==> config.mk <==
export PLATFORM = sky130hd
export DESIGN_NAME = calc_seq_ctrl
export DESIGN_NICKNAME = d
export VERILOG_FILES = /design/src/rtl/calc_seq_ctrl.sv
export SDC_FILE = /design/constraint.sdc
export NUM_CORES = 1
export LEC_CHECK = 0
export BUFFER_PORTS_ARGS = -buffer_cell sky130_fd_sc_hd__buf_4
export CAP_MARGIN = 10
export CORE_UTILIZATION = 50
export CTS_CLUSTER_DIAMETER = 30
export CTS_CLUSTER_SIZE = 20
export DETAILED_ROUTE_END_ITERATION = 8
export GPL_ROUTABILITY_DRIVEN = 0
export GPL_TIMING_DRIVEN = 0
export PLACE_DENSITY = 0.79
export SLEW_MARGIN = 10
export SYNTH_ARGS = -nofsm -noshare
export SYNTH_HDL_FRONTEND = slang
export SYNTH_SLANG_ARGS = --single-unit
==> constraint.sdc <==
create_clock -name Clk -period 2.5 [get_ports Clk]
set_input_delay 0.25 -clock Clk [delete_from_list [all_inputs] [get_ports Clk]]
set_output_delay 0.25 -clock Clk [all_outputs]
set_load 0.005 [all_outputs]
==> src/rtl/calc_seq_ctrl.sv <==
// Calculator sequencer: synchronised key events drive a capture/start/wait/show FSM for the ALU and display.
// Define CALC_CHAIN_EN to let an op key in SHOW chain the previous result into operand A.
module calc_seq_ctrl #(
  parameter int W       = 8,
  parameter int TIMEOUT = 1023,
  parameter int SYNC    = 2
) (
  input  logic         Clk,
  input  logic         Rst,
  input  logic [W-1:0] sw,
  input  logic         key_a,
  input  logic         key_b,
  input  logic [3:0]   arifs,
  input  logic         clr,
  output logic [W-1:0] alu_a,
  output logic [W-1:0] alu_b,
  output logic [1:0]   alu_op,
  output logic         alu_start,
  input  logic         alu_done,
  input  logic [W-1:0] alu_res,
  input  logic [2:0]   alu_code,
  output logic [W-1:0] disp_data,
  output logic [2:0]   disp_code,
  output logic         busy
);

  localparam int CW = (TIMEOUT < 1) ? 1 : $clog2(TIMEOUT + 1);

  typedef enum logic [2:0] {
    S_IDLE, S_WAIT_OP, S_WAIT_B, S_START, S_WAIT_DONE, S_SHOW
  } state_t;

  state_t          r_state;
  logic [6:0]      r_sync [SYNC];
  logic [6:0]      r_last;
  logic [CW-1:0]   r_cnt;
  logic [W-1:0]    r_alu_a;
  logic [W-1:0]    r_alu_b;
  logic [1:0]      r_alu_op;
  logic            r_alu_start;
  logic [W-1:0]    r_disp_data;
  logic [2:0]      r_disp_code;
  logic            r_busy;

  logic [6:0]      w_keys;
  logic [6:0]      w_ev;
  logic            w_ev_a;
  logic            w_ev_b;
  logic            w_ev_op;
  logic            w_ev_clr;
  logic [1:0]      w_op;
  logic [CW-1:0]   w_cnt_inc;
  logic            w_tmo;

  assign w_keys   = {clr, arifs, key_b, key_a};
  assign w_ev     = r_sync[SYNC-1] & ~r_last;
  assign w_ev_a   = w_ev[0];
  assign w_ev_b   = w_ev[1];
  assign w_ev_op  = |w_ev[5:2];
  assign w_ev_clr = w_ev[6];

  // lowest pressed op key wins when several are down together
  always_comb begin
    w_op = 2'd0;
    if (r_sync[SYNC-1][5]) w_op = 2'd3;
    if (r_sync[SYNC-1][4]) w_op = 2'd2;
    if (r_sync[SYNC-1][3]) w_op = 2'd1;
    if (r_sync[SYNC-1][2]) w_op = 2'd0;
  end

  assign w_cnt_inc = (r_cnt == CW'(TIMEOUT)) ? r_cnt : r_cnt + CW'(1);
  assign w_tmo     = (w_cnt_inc == CW'(TIMEOUT));

  always_ff @(posedge Clk or posedge Rst) begin
    if (Rst) begin
      for (int i = 0; i < SYNC; i++) r_sync[i] <= '0;
      r_last <= '0;
    end else begin
      r_sync[0] <= w_keys;
      for (int i = 1; i < SYNC; i++) r_sync[i] <= r_sync[i-1];
      r_last <= r_sync[SYNC-1];
    end
  end

  always_ff @(posedge Clk or posedge Rst) begin
    if (Rst) begin
      r_state     <= S_IDLE;
      r_cnt       <= '0;
      r_alu_a     <= '0;
      r_alu_b     <= '0;
      r_alu_op    <= 2'd0;
      r_alu_start <= 1'b0;
      r_disp_data <= '0;
      r_disp_code <= 3'd0;
      r_busy      <= 1'b0;
    end else begin
      r_alu_start <= 1'b0;
      if (w_ev_clr) begin
        r_state     <= S_IDLE;
        r_cnt       <= '0;
        r_alu_op    <= 2'd0;
        r_disp_data <= '0;
        r_disp_code <= 3'd0;
        r_busy      <= 1'b0;
      end else begin
        case (r_state)
          S_IDLE: begin
            r_disp_data <= sw;
            r_disp_code <= 3'd0;
            if (w_ev_a) begin
              r_alu_a <= sw;
              r_state <= S_WAIT_OP;
            end
          end
          S_WAIT_OP: begin
            if (w_ev_a) begin
              r_alu_a     <= sw;
              r_disp_data <= sw;
            end else if (w_ev_op) begin
              r_alu_op    <= w_op;
              r_disp_data <= sw;
              r_state     <= S_WAIT_B;
            end else begin
              r_disp_data <= r_alu_a;
            end
          end
          S_WAIT_B: begin
            r_disp_data <= sw;
            if (w_ev_op) r_alu_op <= w_op;
            if (w_ev_b) begin
              r_alu_b     <= sw;
              r_alu_start <= 1'b1;
              r_busy      <= 1'b1;
              r_state     <= S_START;
            end
          end
          S_START: begin
            r_cnt   <= '0;
            r_state <= S_WAIT_DONE;
          end
          S_WAIT_DONE: begin
            r_cnt <= w_cnt_inc;
            if (alu_done) begin
              r_disp_data <= alu_res;
              r_disp_code <= alu_code;
              r_busy      <= 1'b0;
              r_state     <= S_SHOW;
            end else if (w_tmo) begin
              r_disp_data <= '0;
              r_disp_code <= 3'd3;
              r_busy      <= 1'b0;
              r_state     <= S_SHOW;
            end
          end
          S_SHOW: begin
            if (w_ev_a) begin
              r_alu_a     <= sw;
              r_disp_data <= sw;
              r_disp_code <= 3'd0;
              r_state     <= S_WAIT_OP;
            end
`ifdef CALC_CHAIN_EN
            else if (w_ev_op && r_disp_code == 3'd0) begin
              r_alu_a     <= r_disp_data;
              r_alu_op    <= w_op;
              r_disp_data <= sw;
              r_state     <= S_WAIT_B;
            end
`else
            // op keys are dead here; a new calculation starts from key_a
`endif
          end
          default: r_state <= S_IDLE;
        endcase
      end
    end
  end

  assign alu_a     = r_alu_a;
  assign alu_b     = r_alu_b;
  assign alu_op    = r_alu_op;
  assign alu_start = r_alu_start;
  assign disp_data = r_disp_data;
  assign disp_code = r_disp_code;
  assign busy      = r_busy;

endmodule

==> impl_metrics.json <==
{
  "outcome": "finished, final reports clean",
  "die_h_um": 81.9,
  "irDropWorstVdd_mv": 0.588,
  "die_w_um": 81.9,
  "clk_latency_ns": 0.35,
  "worst_r2r_path_depth": 10,
  "antenna_found_initial": 0,
  "pwr-share-clk_pct": 25.7,
  "cts-root-buf": "clkbuf_8",
  "vias_per_cell": 5.96,
  "holdWs_ns": 0.0116,
  "grt_max_degree": 66,
  "cp_top_family": "simple AND/OR/NAND/NOR gates",
  "cts_setup_buffers": 0,
  "grt_use_met1_pct": 33.0,
  "vias": 2844,
  "r2r_start": "r_cnt[0]",
  "cts_buffer_depth": 2,
  "synth_nets": 351,
  "drt_first_pass_iters": 4,
  "hp-class": "input port to flip-flop",
  "setup_slack_ns": 0.139,
  "syn-mean-instance-area_um2": 9.94,
  "synth_edf_count": 0,
  "start_util_pct": 53.0,
  "grt_pass1_wl_um": 12700,
  "final_nets": 427,
  "max_slew_margin_pct": 29.6,
  "fill_cells": 492,
  "grt_remaining_overflow": 0,
  "p_comb_share_pct": 34.8,
  "ant_nets": 0,
  "yosysSeqAreaShare_pct": 51.0,
  "grt_use_met3_pct": 5.78,
  "post-dp-hpwl_um": 5440,
  "rows": 28,
  "drc": 0,
  "n_antenna_cell": 0,
  "endpoint_kind": "flip-flop",
  "synth_warnings": 0,
  "setup_viol": 0,
  "crit_start": "r_cnt[0]",
  "place_ws_ns": 0.145,
  "final_common_cell": "dfrtp_1",
  "skew_ns": 0.00802,
  "slowest_stage": "dfrtp_2",
  "critPathKind": "flip-flop to flip-flop",
  "setup_tns_ns": 0,
  "dieArea_mm2": 0.00671,
  "dr.first_iter.drc_count": 320,
  "areaGrowthSynthToFinish_pct": 25.7,
  "grt-busiest-layer": "met2",
  "drive_gt1_share_pct": 28.9,
  "use_met2_pct": 41.7,
  "cts.sinks": 65,
  "max_stage_delay_ns": 0.46,
  "power_leakage_nw": 1.75,
  "synth_seq_cells": 65,
  "synthCells": 321,
  "syn-cell-area_mm2": 0.00319,
  "drv_cap": 0,
  "sw_frac_of_total_pct": 33.6,
  "worstPathMaxFanout": 10,
  "wl_um": 7900,
  "rsz0062_at_grt": "false",
  "period_needed_ns": 2.36,
  "mostFrequentLayoutCells": "dfrtp_1 (64), buf_4 (60), a21oi_1 (37)",
  "slew_violations": 0,
  "crit_buf_inv": 3,
  "tightest_slew_ns": 1.05,
  "route.detailed.wl_per_inst_um": 16.6,
  "async_flop_share_pct": 100,
  "p_switching_w": 0.00129,
  "ys.flop_type": "dfrtp_1",
  "cts_tree": "done",
  "core-area_mm2": 0.00603,
  "r2r_end": "r_state[0]",
  "grt_util_all_layers_pct": 25.6,
  "cp-endpoint": "r_state[0]",
  "htreeDepth": 3,
  "ys_types": 55,
  "numPortBuffers": 59,
  "fin_util_pct": 66.6,
  "ios": 60,
  "fmax_mhz": 423,
  "cellPowerDensity_mw_per_mm2": 959,
  "clkTransAtPathRegs_ns": 0.08,
  "crit_cells": 10,
  "rrSetupSlack_ns": 0.14,
  "fin_crit_sh_pct": 94.5,
  "worstSetupStartpointType": "flip-flop",
  "p_int_w": 0.00255,
  "required_ns": 2.74,
  "crit_chain": "ha_1 > buf_4 > and3_2 > buf_2 > nand4_1 > nor2_1 > o221ai_2 > nor2_2 > buf_6 > o31a_1",
  "grt_pass1_vias": 2674,
  "hold_viol_final": 0,
  "seqPwrFrac_pct": 39.5,
  "cp.arrival_ns": 2.60,
  "cts_buffers": 9
}
-- area by class of cell --
class	count	area, um^2	share of cell area, %
multi-input cells	228	1440	36.0
plain buffers	20	92.6	2.31
well taps	75	93.8	2.34
clock buffers	9	124	3.09
flip-flops and latches	65	1630	40.6
inverters	8	32.5	0.811
repair buffers	65	503	12.5
clock inverters	7	95.1	2.37
-- routing by layer --
layer,vias to the layer above,wire [um]
met3,15,430
met5,-,0
met4,0,142
met1,1386,3370
li1,1333,-
met2,110,3950
-- logic make-up (layout without fill, tap and decap cells) --
group                      after synthesis  after routing  share of synthesized area, %
DFF                                     65             65                          51.0
xor gates and xnor gates                 1              1                         0.274
AOI/OAI and AO/OA                      108            108                          21.6
adders and majority gates                1              1                         0.392
and+or+nand+nor                        100            100                          16.6
buffers and inverters                   28            109                          3.84
muxes                                   18             18                          6.35
-- power groups by stage --
stage | logic (W) | clock network (W) | registers [W]
4_1_cts | 0.00134 | 0.00101 | 0.00152
3_3_place_gp | 0.00129 | 0 | 0.00152
6_report | 0.00134 | 0.000989 | 0.00152
2_1_floorplan | 0.000726 | 0 | 0.00151
3_5_place_dp | 0.00132 | 0 | 0.00153
5_1_grt | 0.00146 | 0.00105 | 0.00155
-- worst reg2reg max path, cell delays in order (launching register included) --
cell and delay (ns):
dfrtp_2 0.46, ha_1 0.21, buf_4 0.16, and3_2 0.20
buf_2 0.15, nand4_1 0.23, nor2_1 0.09, o221ai_2 0.23
nor2_2 0.09, buf_6 0.16, o31a_1 0.26
-- synth_stat cells (7+ instances only) --
library cell | n | area, um^2
clkbuf_1 | 13 | 48.8
inv_1 | 8 | 30.0
mux2_2 | 18 | 203
a21oi_1 | 37 | 185
nor2b_1 | 8 | 50.1
a22oi_1 | 8 | 60.1
dfrtp_1 | 65 | 1630
nor2_1 | 31 | 116
nand2b_1 | 7 | 43.8
nor3_1 | 7 | 35.0
nand2_1 | 15 | 56.3
o32ai_1 | 8 | 70.1
nand3b_1 | 8 | 60.1
o21ai_0 | 28 | 140
-- worst min path at each step --
stage                 endpoint  slack [ns]  depth (start not counted)       start
floorplan           r_sync[10]        0.28                          0    arifs[1]
global placement     r_sync[3]        0.34                          0  r_sync[10]
detailed placement   r_sync[3]        0.34                          0  r_sync[10]
CTS                 r_sync[13]      0.0004                          1         clr
global route        r_sync[12]      0.0004                          1    arifs[3]
finish              r_sync[12]        0.01                          1    arifs[3]
-- timing repair --
action	in CTS	in global routing
hold buffers	4	2
gates resized for setup	0	1
endpoints found under the setup margin	0	3
hold endpoints to repair	4	2
-- per-stage QoR --
| step | area (um^2) | cells | total power [W] |
|---|---|---|---|
| 6_report | 4010 | 477 | 0.00385 |
| 5_1_grt | 4010 | 477 | 0.00407 |
| 4_1_cts | 3990 | 475 | 0.00386 |
| 3_5_place_dp | 3730 | 455 | 0.00286 |
| 3_3_place_gp | 3730 | 455 | 0.00281 |
| 2_1_floorplan | 3190 | 321 | 0.00224 |
-- flip-flops by register name, indices dropped and copies added, names as in the netlist --
register / cells
r_sync: 14
r_cnt: 10
alu_a: 8
alu_b: 8
disp_data: 8
r_last: 7
disp_code: 3
r_state: 3
alu_op: 2
alu_start: 1
busy: 1
No activity file was read; power rests on OpenSTA's default activity.
